### config.mk
export PLATFORM = sky130hd
export DESIGN_NAME = pkt_tuple_parser_flat
export DESIGN_NICKNAME = d
export VERILOG_FILES = /design/src/rtl/pkt_tuple_parser_if.sv /design/src/rtl/pkt_tuple_parser.sv /design/src/flat_wrapper.sv
export SDC_FILE = /design/constraint.sdc
export NUM_CORES = 1
export LEC_CHECK = 0
export ABC_AREA = 1
export CAP_MARGIN = 20
export CELL_PAD_IN_SITES_DETAIL_PLACEMENT = 1
export CELL_PAD_IN_SITES_GLOBAL_PLACEMENT = 1
export CORE_UTILIZATION = 30
export CTS_CLUSTER_DIAMETER = 30
export DETAILED_ROUTE_END_ITERATION = 8
export PLACE_DENSITY = 0.8
export SETUP_SLACK_MARGIN = 0.5
export SYNTH_ARGS = -nofsm -noshare
export SYNTH_HDL_FRONTEND = slang
export SYNTH_SLANG_ARGS = --single-unit
export TNS_END_PERCENT = 20
### constraint.sdc
create_clock -name clk -period 1.5 [get_ports clk]
set_clock_uncertainty 0.1 [all_clocks]
set_input_delay 0.3 -clock clk [delete_from_list [all_inputs] [get_ports clk]]
set_output_delay 0.3 -clock clk [all_outputs]
set_load 0.05 [all_outputs]
### src/rtl/pkt_tuple_parser_if.sv
// AXI-Stream style bus bundle for the tuple parser packet input and output.
interface pkt_tuple_parser_if;
    logic [63:0] tdata;
    logic [7:0]  tkeep;
    logic        tlast;
    logic        tvalid;
    logic        tready;

    modport master (output tdata, tkeep, tlast, tvalid, input tready);
    modport slave  (input tdata, tkeep, tlast, tvalid, output tready);
endinterface

### src/rtl/pkt_tuple_parser.sv
// IPv4 TCP/UDP 5-tuple extractor behind a single-register stream pass-through.
// Define PARSER_VLAN_EN to also parse frames carrying one 802.1Q tag.
//   state     | meaning
//   IDLE      | expecting beat 0 of a frame
//   HDR       | capturing header fields
//   WAIT_LAST | tuple emitted or frame rejected; draining to tlast
module pkt_tuple_parser #(
    parameter int IHL_CHECK = 1
) (
    input  logic               clk,
    input  logic               reset,
    pkt_tuple_parser_if.slave  s_axis,
    pkt_tuple_parser_if.master m_axis,
    output logic [127:0]       tuple_data,
    output logic               tuple_valid
);

`ifdef PARSER_VLAN_EN
    localparam bit VLAN_EN = 1'b1;
`else
    localparam bit VLAN_EN = 1'b0;
`endif

    localparam logic [1:0] ST_IDLE      = 2'd0;
    localparam logic [1:0] ST_HDR       = 2'd1;
    localparam logic [1:0] ST_WAIT_LAST = 2'd2;

    logic [1:0]  state;
    logic [2:0]  beat_idx;
    logic        vlan;
    logic [31:0] src_ip;
    logic [31:0] dst_ip;
    logic [15:0] src_port;
    logic [7:0]  proto;

    logic        out_valid;
    logic [63:0] out_data;
    logic [7:0]  out_keep;
    logic        out_last;
    logic        ready;
    logic        hs;
    logic [7:0]  b [8];

    function automatic logic ip_ok(input logic [7:0] ver_ihl);
        return (ver_ihl[7:4] == 4'd4) && ((IHL_CHECK == 0) || (ver_ihl[3:0] == 4'd5));
    endfunction

    function automatic logic proto_ok(input logic [7:0] p);
        return (p == 8'd6) || (p == 8'd17);
    endfunction

    assign ready         = !out_valid || m_axis.tready;
    assign hs            = s_axis.tvalid && ready;
    assign s_axis.tready = ready;
    assign m_axis.tvalid = out_valid;
    assign m_axis.tdata  = out_data;
    assign m_axis.tkeep  = out_keep;
    assign m_axis.tlast  = out_last;

    always_comb begin
        for (int i = 0; i < 8; i++) begin
            b[i] = s_axis.tdata[8*i +: 8];
        end
    end

    always_ff @(posedge clk) begin
        if (reset) begin
            out_valid <= 1'b0;
            out_data  <= '0;
            out_keep  <= '0;
            out_last  <= 1'b0;
        end else if (ready) begin
            out_valid <= s_axis.tvalid;
            if (s_axis.tvalid) begin
                out_data <= s_axis.tdata;
                out_keep <= s_axis.tkeep;
                out_last <= s_axis.tlast;
            end
        end
    end

    // beat_idx always names the beat currently being offered on the input.
    always_ff @(posedge clk) begin
        if (reset) begin
            state       <= ST_IDLE;
            beat_idx    <= 3'd0;
            vlan        <= 1'b0;
            src_ip      <= '0;
            dst_ip      <= '0;
            src_port    <= '0;
            proto       <= '0;
            tuple_data  <= '0;
            tuple_valid <= 1'b0;
        end else begin
            tuple_valid <= 1'b0;
            if (hs) begin
                if (s_axis.tlast)
                    beat_idx <= 3'd0;
                else if (beat_idx != 3'd7)
                    beat_idx <= beat_idx + 3'd1;

                case (state)
                    ST_IDLE: state <= ST_HDR;
                    ST_HDR: begin
                        case (beat_idx)
                            3'd1: begin
                                vlan <= VLAN_EN && ({b[4], b[5]} == 16'h8100);
                                if (!(VLAN_EN && ({b[4], b[5]} == 16'h8100)) &&
                                    !(({b[4], b[5]} == 16'h0800) && ip_ok(b[6])))
                                    state <= ST_WAIT_LAST;
                            end
                            3'd2: begin
                                if (vlan) begin
                                    if (!(({b[0], b[1]} == 16'h0800) && ip_ok(b[2])))
                                        state <= ST_WAIT_LAST;
                                end else begin
                                    proto <= b[7];
                                    if (!proto_ok(b[7]))
                                        state <= ST_WAIT_LAST;
                                end
                            end
                            3'd3: begin
                                if (vlan) begin
                                    proto          <= b[3];
                                    src_ip[31:16]  <= {b[6], b[7]};
                                    if (!proto_ok(b[3]))
                                        state <= ST_WAIT_LAST;
                                end else begin
                                    src_ip         <= {b[2], b[3], b[4], b[5]};
                                    dst_ip[31:16]  <= {b[6], b[7]};
                                end
                            end
                            3'd4: begin
                                if (vlan) begin
                                    src_ip[15:0] <= {b[0], b[1]};
                                    dst_ip       <= {b[2], b[3], b[4], b[5]};
                                    src_port     <= {b[6], b[7]};
                                end else begin
                                    tuple_data  <= {src_ip, dst_ip[31:16], b[0], b[1],
                                                    b[2], b[3], b[4], b[5], proto, 24'h0};
                                    tuple_valid <= 1'b1;
                                    state       <= ST_WAIT_LAST;
                                end
                            end
                            3'd5: begin
                                tuple_data  <= {src_ip, dst_ip, src_port, b[0], b[1], proto, 24'h0};
                                tuple_valid <= 1'b1;
                                state       <= ST_WAIT_LAST;
                            end
                            default: state <= ST_WAIT_LAST;
                        endcase
                    end
                    default: ;
                endcase

                if (s_axis.tlast)
                    state <= ST_IDLE;
            end
        end
    end

endmodule

### src/flat_wrapper.sv
// flat-port wrapper written by rule: the top's interface ports become plain ports
module pkt_tuple_parser_flat 
#(
    parameter int IHL_CHECK = 1
)
  (clk, reset, tuple_data, tuple_valid, s_axis_tdata, s_axis_tkeep, s_axis_tlast, s_axis_tvalid, s_axis_tready, m_axis_tdata, m_axis_tkeep, m_axis_tlast, m_axis_tvalid, m_axis_tready);
  pkt_tuple_parser_if s_axis_i ();
  pkt_tuple_parser_if m_axis_i ();
  input  logic clk;
  input  logic reset;
  output logic [127:0] tuple_data;
  output logic tuple_valid;
  input wire logic [$bits(s_axis_i.tdata)-1:0] s_axis_tdata;
  input wire logic [$bits(s_axis_i.tkeep)-1:0] s_axis_tkeep;
  input wire logic [$bits(s_axis_i.tlast)-1:0] s_axis_tlast;
  input wire logic [$bits(s_axis_i.tvalid)-1:0] s_axis_tvalid;
  output wire logic [$bits(s_axis_i.tready)-1:0] s_axis_tready;
  output wire logic [$bits(m_axis_i.tdata)-1:0] m_axis_tdata;
  output wire logic [$bits(m_axis_i.tkeep)-1:0] m_axis_tkeep;
  output wire logic [$bits(m_axis_i.tlast)-1:0] m_axis_tlast;
  output wire logic [$bits(m_axis_i.tvalid)-1:0] m_axis_tvalid;
  input wire logic [$bits(m_axis_i.tready)-1:0] m_axis_tready;
  assign s_axis_i.tdata = s_axis_tdata;
  assign s_axis_i.tkeep = s_axis_tkeep;
  assign s_axis_i.tlast = s_axis_tlast;
  assign s_axis_i.tvalid = s_axis_tvalid;
  assign s_axis_tready = s_axis_i.tready;
  assign m_axis_tdata = m_axis_i.tdata;
  assign m_axis_tkeep = m_axis_i.tkeep;
  assign m_axis_tlast = m_axis_i.tlast;
  assign m_axis_tvalid = m_axis_i.tvalid;
  assign m_axis_i.tready = m_axis_tready;
  pkt_tuple_parser #(.IHL_CHECK(IHL_CHECK)) u_core (.clk(clk), .reset(reset), .s_axis(s_axis_i), .m_axis(m_axis_i), .tuple_data(tuple_data), .tuple_valid(tuple_valid));
endmodule
==> out/qor.csv, run 1 <==
stage,metric,value,unit
run_status,outcome,finished with violations,
run_status,failing checks,setup timing,
setup_path,CP Max Fanout,10,
route,Pre-Repair DR Iteration Count,5,
yosys,Syn Inst Count,1114,
setup_path,CP endpoint kind,flip-flop,
route,Detailed Route Iter0 Violations,476,
pwr,Max rail drop VDD,0.9606,mV
final_layout,final instance area,17340,um^2
yosys,sequential share of the synthesized area,54.26,%
clock_network,Worst-Skew Late Latency,0.55,ns
final_layout,net total in the final layout,1546,
final_layout,layout cells sized above 1,37.93,%
setup_path,CP Data Required Time,1.87,ns
yosys,Post-Syn Area,8855,um^2
setup_path,"slowest stage delay, CP",0.37,ns
final_layout,# fillers,3034,
sta,RSZ-0062 raised after global routing,true,
setup_path,CP arrival,2.15,ns
yosys,"area leader, netlist",dfxtp_1,
pwr,PwrDens,1236,nW/um^2
route,final WL,42760,um
sta,hold slack,0.2797,ns
clock_network,clock slew at reported path FFs,0.06,ns
route,ANT nets after route,0,
clock_network,TritonCTS clock tree,built,
sta,TNS Setup,-21.05,ns
placement,"Cell Area, Placed",14250,um^2
floorplan,die height,173.8,um
floorplan,row cnt,62,
final_layout,"most common cell after layout, fill and taps aside",nor2_1,
yosys,Area contributors post-synth,"dfxtp_1 54%, o21ai_0 13%, nor2_1 12%",
pwr,total power,21420,uW
hold_path,Hold WC Path Type,in2reg,
global_routing,global-route wire length before repair,58910,um
route,Routed WL per cell,22.59,um
route,vias post-DR,9560,
pwr,Leakage,0.007082,uW
yosys,Yosys cell types,24,
sta,worst setup margin,-0.2814,ns
yosys,Synth top area share,54.26,%
clock_network,CTS HTree Levels,2,
flow_run,maxcap violations,0,
sta,final worst path period need,1.781,ns
sta,f_max,561.4,MHz
global_routing,GRT Total Usage,25.11,%
final_layout,most frequent cells in the layout,"250 x nor2_1, 221 x dfxtp_1, 198 x buf_12",
floorplan,I/O pin count,281,
setup_path,slowest CP cell,dfxtp_4,
placement,gpl congestion,0.8238,
final_layout,Layout Utilization,60.07,%
sta,Finish-stage setup viols,221,
setup_path,Startpoint Class,flip-flop,
placement,Detailed Place HPWL,25210,um
sta,Final Cycle Share,118.8,%
yosys,Ys Warns,0,
global_routing,initial antenna violation count,2,
yosys,Mean Syn Cell Area,7.949,um^2
global_routing,pin count of the biggest net entering global routing,52,
clock_network,CTS Buf Count,54,
global_routing,vias in the first global route,10252,
floorplan,core region area,28860,um^2
sta,final hold violations,0,
setup_path,Crit Path Category,reg2reg,
route,via-per-instance ratio,5.050,
clock_network,Root Driver,clkbuf_16,
floorplan,Initial Util,30.68,%
floorplan,Die ar.,30210,um^2
final_layout,Area growth syn-to-layout,95.78,%
clock_network,CTS Buffer Depth,3,
setup_path,CP cell instances,buf_6 > ha_4 > ha_4 > nand2_4 > inv_4 > nand2_4 > inv_8 > buf_12 > o21ai_0 > a21oi_1,
sta,Final Max Slew Viols,0,
yosys,Yosys reg bits,240,
global_routing,gr ovfl total,0,
clock_network,# clock sinks,240,
clock_network,"Hold-fix buffers, CTS",0,
placement,Port Buffer Count,256,
route,total DRC errors in the routed layout,0,
floorplan,Die Wd,173.8,um
worst paths after layout:
check / from / end / slack (ns) / cells past startpoint
worst max-delay path: u_core.beat_idx[0]$_SDFFE_PP0P_ / u_core.dst_ip[28]$_SDFFE_PP0P_ / -0.28 / 10
worst min-delay path: s_axis_tdata[11] / u_core.tuple_data[67]$_SDFFE_PP0P_ / 0.28 / 3
worst max register to register: u_core.beat_idx[0]$_SDFFE_PP0P_ / u_core.dst_ip[28]$_SDFFE_PP0P_ / -0.28 / 10
worst min register to register: u_core.src_ip[18]$_SDFFE_PP0P_ / u_core.src_ip[18]$_SDFFE_PP0P_ / 0.41 / 2
where the power goes:
group	internal, uW	switching, uW
Sequential	6550	196
Clock	8300	3880
Combinational	1070	1430
Total	15900	5510
metrics by stage:
stage | instances | setup slack (ns)
2_1_floorplan | 1137 | -0.07432
3_3_place_gp | 1774 | -0.5355
3_5_place_dp | 1774 | -0.6149
4_1_cts | 1880 | -0.1615
5_1_grt | 1892 | -0.3125
6_report | 1893 | -0.2814
layout make-up:
cell class | count | area [um^2] | share of cell area (%)
Sequential cell | 240 | 4861 | 28.04
Inverter | 57 | 250.2 | 1.444
Multi-Input combinational cell | 740 | 4141 | 23.89
Tap cell | 384 | 480.5 | 2.772
Clock buffer | 67 | 1471 | 8.488
Timing Repair Buffer | 370 | 5722 | 33.01
Clock inverter | 34 | 406.6 | 2.346
Antenna cell | 1 | 2.502 | 0.01444
logic make-up (layout without fill, tap and decap cells):
logic type | count (synthesis) | count (layout) | share of synthesized area, %
simple gates | 380 | 381 | 17.45
other cells | 1 | 25 | 0.04235
fa+ha+maj | 6 | 6 | 0.8478
compound gates | 329 | 329 | 19.05
flops | 240 | 240 | 54.26
buf+inv | 158 | 528 | 8.351
flip-flops by register name, summed over array words and instances (netlist names):
register / cells
u_core.beat_idx: 3
u_core.tuple_valid: 1
u_core.dst_ip: 16
u_core.src_ip: 32
u_core.m_axis.tlast: 1
u_core.proto: 8
u_core.state: 2
u_core.tuple_data: 104
u_core.m_axis.tkeep: 8
u_core.m_axis.tvalid: 1
u_core.m_axis.tdata: 64
Yosys cell counts, drive strengths merged:
master / n
clkbuf: 50
ha: 6
nand2: 62
nor2: 274
nor3: 3
conb: 1
buf: 51
inv: 55
a21oi: 78
clkinv: 2
nand3: 40
a211oi: 16
dfxtp: 240
nand4: 1
o21ai: 235
worst max-delay path: cells and delay by family, from the launching register on:
family                   cells  cell delay [ns]
buffers and inverters        4             0.44
flip-flops                   1             0.37
AO/OA/AOI/OAI                2             0.32
adder cells (fa/ha/maj)      2             0.31
AND/OR/NAND/NOR              2             0.13
per-layer routing:
layer	routed length [um]	vias up	share of wire [%]	global-route usage [%]
met5	0	-	0	0
met4	2225	0	5.2	14.51
met3	2513	126	5.9	6.513
met2	22250	358	52	45.05
met1	15770	4737	37	26.46
li1	-	4339	-	-
timing repair:
action | in CTS | in global routing
gates cloned | 4 | 8
setup buffers | 1 | 4
resized for setup | 119 | 235
pin swaps | 8 | 17
setup endpoints to repair | 420 | 420
Power figures use the tool's default switching activity.
==> run 2, diff against run 1 <==
--- a/config.mk
+++ b/config.mk
@@ -13,7 +13,7 @@
 export CTS_CLUSTER_DIAMETER = 30
 export DETAILED_ROUTE_END_ITERATION = 8
 export PLACE_DENSITY = 0.8
-export SETUP_SLACK_MARGIN = 0.5
+export SETUP_SLACK_MARGIN = 0.15
 export SYNTH_ARGS = -nofsm -noshare
 export SYNTH_HDL_FRONTEND = slang
 export SYNTH_SLANG_ARGS = --single-unit
==> run 2 against run 1 <==
Against the previous run:
- the run still ends with setup timing left
- critical path depth is 1 lower
- non-clock buffer count rose by 10
- first-iteration DRC count grew 19%
- largest power group unchanged
- final area increased by 1.6%
- cell count is 0.63% higher
- clock power barely moved
- die area stayed put
- setup slack is essentially flat
- utilization rose by 0.99 points
- combinational power grew 2%
==> out/qor.csv, run 2 (synthesis gave the netlist of run 1 again) <==
stage,metric,value,unit
global_routing,vias in the first global route,10819,
sta,hold slack,0.2686,ns
setup_path,CP endpoint kind,flip-flop,
final_layout,max reg flops,104,
clock_network,Root Driver,clkbuf_16,
clock_network,CTS Buffer Depth,3,
final_layout,layout cells sized above 1,38.88,%
global_routing,global-route wire length before repair,64410,um
setup_path,Crit Path Category,reg2reg,
route,total DRC errors in the routed layout,0,
sta,Final Cycle Share,118.8,%
route,Pre-Repair DR Iteration Count,5,
final_layout,Area growth syn-to-layout,99.00,%
hold_path,hold path endpoint,u_core.m_axis.tdata[14]$_SDFFE_PP0P_,
route,final WL,46790,um
floorplan,Initial Util,30.68,%
sta,Finish-stage setup viols,219,
floorplan,Die ar.,30210,um^2
setup_path,CP Data Required Time,1.82,ns
final_layout,"most common cell after layout, fill and taps aside",nor2_1,
sta,final worst path period need,1.782,ns
setup_path,Startpoint Class,flip-flop,
hold_path,Hold WC Path Type,in2reg,
floorplan,Die Wd,173.8,um
pwr,Max rail drop VDD,0.9212,mV
sta,final hold violations,0,
setup_path,"slowest stage delay, CP",0.33,ns
setup_path,CP arrival,2.10,ns
hold_path,Hold Path Depth,3,
setup_path,CP Max Fanout,7,
setup_path,"Largest delay share family, worst path",buffers and inverters,
sta,Final Max Slew Viols,0,
floorplan,I/O pin count,281,
placement,Detailed Place HPWL,25340,um
final_layout,area of the multi-input gates,4227,um^2
global_routing,initial antenna violation count,2,
floorplan,core region area,28860,um^2
pwr,Leakage,0.007158,uW
final_layout,net total in the final layout,1559,
final_layout,post-route insts no fill,1905,
clock_network,# clock sinks,240,
hold_path,hold wc startpoint,s_axis_tdata[14],
setup_path,Buf/Inv on CP,3,
clock_network,TritonCTS clock tree,built,
pwr,register share of total power,31.5,%
clock_network,CTS HTree Levels,2,
setup_path,R2R depth,9,
sta,worst setup margin,-0.2818,ns
pwr,PwrDens,1209,nW/um^2
setup_path,worst reg2reg startpoint,u_core.beat_idx[1]$_SDFFE_PP0P_,
placement,gpl congestion,0.8152,
route,Routed WL per cell,24.56,um
pwr,NetSw,5605,uW
run_status,outcome,finished with violations,
global_routing,pin count of the biggest net entering global routing,57,
clock_network,clock slew at reported path FFs,0.05,ns
floorplan,die height,173.8,um
placement,Port Buffer Count,256,
sta,RSZ-0062 raised after global routing,true,
clock_network,Worst-Skew Late Latency,0.54,ns
global_routing,GRT Total Usage,27.65,%
route,Detailed Route Iter0 Violations,568,
pwr,Combinational Power Share,12.0,%
clock_network,CTS Buf Count,53,
global_routing,gr ovfl total,0,
pwr,internal power,15700,uW
clock_network,"Hold-fix buffers, CTS",0,
setup_path,RR Endpoint,u_core.dst_ip[31]$_SDFFE_PP0P_,
final_layout,Seq. cell area,4900,um^2
flow_run,maxcap violations,0,
final_layout,most frequent cells in the layout,"242 x nor2_1, 212 x dfxtp_1, 196 x buf_12",
route,ANT nets after route,0,
placement,Setup WS pre-CTS,-0.7334,ns
setup_path,slowest CP cell,dfxtp_2,
setup_path,Reg2Reg Setup Slack,-0.28,ns
run_status,failing checks,setup timing,
pwr,Switching Fraction,26.30,%
setup_path,CP cell instances,buf_4 > ha_4 > ha_4 > nand2_4 > inv_4 > nand2_8 > buf_4 > o21ai_0 > nor2_1,
floorplan,row cnt,62,
placement,dpl cells,1772,
final_layout,# fillers,3013,
route,vias post-DR,9884,
route,via-per-instance ratio,5.188,
pwr,Clk pwr share,56.5,%
final_layout,Largest Register,u_core.tuple_data,
sta,f_max,561.2,MHz
-- run 2: changes by cell type in the layout (fill, tap and decap cells not counted), moves of 13 or more --
cell	change
o21ai_4	+14
o21ai_2	-13
nand3_1	+21
nand3_2	-16
o21ai_0	-26
o21ai_1	+25
-- run 2: power by group through the flow --
stage	sequential, uW	clock (uW)	combinational, uW
after global placement	6850	0	2310
after detailed placement	6860	0	2370
final	6710	12000	2550
after floorplan	7300	0	615
after CTS	6740	12000	2460
after global routing	6720	12500	2650
-- run 2: what timing repair did --
| action | in CTS | in global routing |
|---|---|---|
| setup buffers | 5 | 6 |
| pin swaps | 6 | 8 |
| setup endpoints to repair | 419 | 419 |
| cloned | 10 | 12 |
| gates resized for setup | 227 | 187 |
-- run 2: final cells by class --
class	count	area share [%]
diodes	1	0.01420
clock buffers	68	8.542
clock inverters	31	1.988
inverters	57	1.505
multi-input cells	742	23.99
flip-flops and latches	240	27.81
well taps	384	2.727
repair buffers	380	33.32
repair inverters	2	0.1136
-- run 2: worst min-delay path, stage by stage --
cell             delay (ns)
clkdlybuf4s50_1        0.42
inv_1                  0.08
a21oi_1                0.06
-- run 2: worst max path at each step --
stage,start,end,slack (ns),cells past startpoint
3_5_place_dp,m_axis_tready,u_core.src_ip[14]$_SDFFE_PP0P_,-0.73,13
6_report,u_core.beat_idx[1]$_SDFFE_PP0P_,u_core.dst_ip[31]$_SDFFE_PP0P_,-0.28,9
2_1_floorplan,u_core.m_axis.tvalid$_SDFFE_PP0N_,u_core.dst_ip[19]$_SDFFE_PP0P_,-0.07,11
4_1_cts,u_core.m_axis.tvalid$_SDFFE_PP0N_,s_axis_tready,-0.18,3
5_1_grt,u_core.beat_idx[0]$_SDFFE_PP0P_,u_core.tuple_data[115]$_SDFFE_PP0P_,-0.34,9
3_3_place_gp,m_axis_tready,u_core.src_ip[1]$_SDFFE_PP0P_,-0.54,13
-- run 2: routing by layer --
| layer | share of wire, % | routed length, um | vias up | GRT usage (%) |
|---|---|---|---|---|
| met3 | 6.2 | 2895 | 185 | 6.623 |
| met2 | 52 | 24130 | 457 | 50.35 |
| li1 | - | - | 4379 | - |
| met1 | 36 | 16700 | 4863 | 28.89 |
| met4 | 6.6 | 3066 | 0 | 15.94 |
| met5 | 0 | 0 | - | 0 |
-- run 2: per-stage QoR --
step / utilization (%) / area (um^2) / total power (uW) / setup TNS (ns)
after floorplan: - / 9035 / 7913 / -4.307
after CTS: 58.57 / 16900 / 21240 / -13.82
after global placement: 49.31 / 14230 / 9163 / -105.40
after detailed placement: 49.31 / 14230 / 9229 / -115.64
final: 61.06 / 17620 / 21310 / -29.81
after global routing: 61.06 / 17620 / 21870 / -40.36
==> run 3, diff against run 2 <==
--- a/config.mk
+++ b/config.mk
@@ -12,7 +12,7 @@
 export CORE_UTILIZATION = 30
 export CTS_CLUSTER_DIAMETER = 30
 export DETAILED_ROUTE_END_ITERATION = 8
-export PLACE_DENSITY = 0.8
+export PLACE_DENSITY = 0.83
 export SETUP_SLACK_MARGIN = 0.15
 export SYNTH_ARGS = -nofsm -noshare
 export SYNTH_HDL_FRONTEND = slang
==> run 3 against run 2 <==
Against the previous run:
- the run still ends with setup timing left
- power is 8.0% higher
- via count is 0.35% higher
- sequential power is 0.6% higher
- utilization is 0.81 points higher
- worst hold slack better by 0.011 ns
- register-to-register slack better by 0.04 ns
- clock power is 14% higher
- combinational power is 2% higher
- critical path depth stayed put
- sequential share of layout area is 0.78 points lower
- largest power group unchanged
- highest routed layer unchanged
==> out/qor.csv, run 3 (synthesis gave the netlist of run 1 again) <==
stage,metric,value,unit
run_status,outcome,finished with violations,
run_status,failing checks,setup timing,
clock_network,clock slew at reported path FFs,0.05,ns
floorplan,Die Wd,173.8,um
floorplan,core region area,28860,um^2
final_layout,final instance area,17850,um^2
setup_path,CP endpoint kind,flip-flop,
clock_network,CTS Buf Count,56,
placement,gpl congestion,0.7951,
final_layout,# fillers,2994,
global_routing,gr ovfl total,0,
route,wl on met1,16990,um
clock_network,Root Driver,clkbuf_16,
final_layout,"most common cell after layout, fill and taps aside",nor2_1,
sta,RSZ-0062 raised after global routing,true,
setup_path,CP Data Required Time,1.86,ns
route,via-per-instance ratio,5.218,
final_layout,net total in the final layout,1554,
sta,worst setup margin,-0.2369,ns
setup_path,worst reg2reg startpoint,u_core.beat_idx[1]$_SDFFE_PP0P_,
setup_path,CP arrival,2.10,ns
floorplan,Die ar.,30210,um^2
sta,Finish-stage setup viols,230,
placement,"Cell Area, Placed",14130,um^2
sta,Final Cycle Share,115.8,%
setup_path,CP Max Fanout,33,
pwr,PwrDens,1289,nW/um^2
placement,Port Buffer Count,256,
route,final WL,46740,um
floorplan,I/O pin count,281,
floorplan,die height,173.8,um
sta,f_max,575.7,MHz
final_layout,area of the multi-input gates,4148,um^2
floorplan,row cnt,62,
setup_path,Crit Path Category,reg2reg,
pwr,Max rail drop VDD,1.079,mV
sta,hold slack,0.2801,ns
setup_path,Buf/Inv on CP,3,
clock_network,TritonCTS clock tree,built,
setup_path,slowest CP cell,dfxtp_2,
clock_network,# clock sinks,240,
hold_path,Hold WC Path Type,in2reg,
final_layout,Seq. cell area,4826,um^2
global_routing,pin count of the biggest net entering global routing,74,
final_layout,most frequent cells in the layout,"244 x nor2_1, 233 x dfxtp_1, 199 x buf_12",
placement,Detailed Place HPWL,24980,um
setup_path,Reg2Reg Setup Slack,-0.24,ns
route,Pre-Repair DR Iteration Count,4,
route,Detailed Route Iter0 Violations,498,
final_layout,Area growth syn-to-layout,101.6,%
setup_path,CP startpoint,u_core.beat_idx[1]$_SDFFE_PP0P_,
placement,Setup WS pre-CTS,-0.6129,ns
route,total DRC errors in the routed layout,0,
setup_path,CP cell instances,inv_2 > ha_4 > nand2_4 > nand2_4 > nand2_8 > inv_16 > buf_12 > nand2_8 > o21ai_1,
clock_network,CTS HTree Levels,2,
global_routing,vias in the first global route,10539,
setup_path,"slowest stage delay, CP",0.33,ns
route,Top Metal Used,met4,
sta,final hold violations,0,
route,Routed WL per cell,24.59,um
sta,TNS Setup,-24.88,ns
final_layout,Largest Register,u_core.tuple_data,
setup_path,Startpoint Class,flip-flop,
clock_network,CTS Buffer Depth,3,
flow_run,maxcap violations,0,
final_layout,max reg flops,104,
route,Met3 Wirelength,2641,um
route,vias post-DR,9919,
sta,final worst path period need,1.737,ns
floorplan,Initial Util,30.68,%
clock_network,Worst-Skew Late Latency,0.56,ns
route,Met2 Wirelength,24660,um
route,ANT nets after route,0,
setup_path,"Largest delay share family, worst path",simple AND/OR/NAND/NOR gates,
sta,Final Max Slew Viols,0,
pwr,Leakage,0.007326,uW
global_routing,global-route wire length before repair,62380,um
hold_path,hold wc startpoint,s_axis_tdata[3],
global_routing,GRT Total Usage,26.79,%
global_routing,initial antenna violation count,2,
clock_network,"Hold-fix buffers, CTS",0,
final_layout,layout cells sized above 1,36.74,%
-- run 3: cell count changes in the layout (fill, tap and decap cells not counted), moves of 5 or more --
cell / change
nor2_4: +7
a21oi_1: -8
dfxtp_1: +21
bufinv_16: +8
o21ai_4: -8
o21ai_2: -17
o21ai_0: +36
dfxtp_4: -19
a21oi_2: +5
o21ai_1: -11
nor2_2: -9
buf_4: -15
inv_6: -5
-- run 3: tightest hold or removal path, cell delays in order --
cell and delay (ns):
clkdlybuf4s50_1 0.43, nand2_1 0.08, o21ai_1 0.06
-- run 3: where the power goes --
part / switching, uW / internal (uW) / leakage (uW)
logic: 1490 / 1100 / 0.00435
registers: 199 / 6560 / 0.00196
clock network: 3950 / 9720 / 0.00102
total: 5640 / 17400 / 0.00733
-- run 3: final cells by class --
type	instances	area share [%]
diodes	1	0.01402
clock buffers	73	8.823
clock inverters	30	2.992
inverters	57	1.458
multi-input cells	739	23.23
flip-flops and latches	240	27.03
well taps	384	2.691
repair buffers	377	33.76
-- run 3: what timing repair did --
| action | in CTS | in global routing |
|---|---|---|
| endpoints found under the setup margin | 410 | 419 |
| gates resized for setup | 173 | 171 |
| pin swaps | 20 | 17 |
| buffers inserted | 14 | 3 |
| cloned | 10 | 11 |
-- run 3: path summary, 6_finish.rpt --
path,endpoint,depth (start not counted)
worst min-delay path,u_core.tuple_data[75]$_SDFFE_PP0P_,3
worst max register to register,u_core.tuple_data[73]$_SDFFE_PP0P_,9
worst min register to register,u_core.src_ip[20]$_SDFFE_PP0P_,2
worst max-delay path,u_core.tuple_data[73]$_SDFFE_PP0P_,9
-- run 3: metal layers --
| layer | track usage [%] | up-vias |
|---|---|---|
| met1 | 27.93 | 5011 |
| met2 | 49.85 | 410 |
| met5 | 0 | - |
| met4 | 13.60 | 0 |
| met3 | 6.228 | 150 |
| li1 | - | 4348 |
-- run 3: through the flow --
step           utilization (%)  total power, uW  cells
2_1_floorplan                -             7913   1137
3_3_place_gp             48.98             9145   1759
3_5_place_dp             48.98             9217   1759
4_1_cts                  59.06            22870   1886
5_1_grt                  61.87            23560   1901
6_report                 61.87            23020   1901
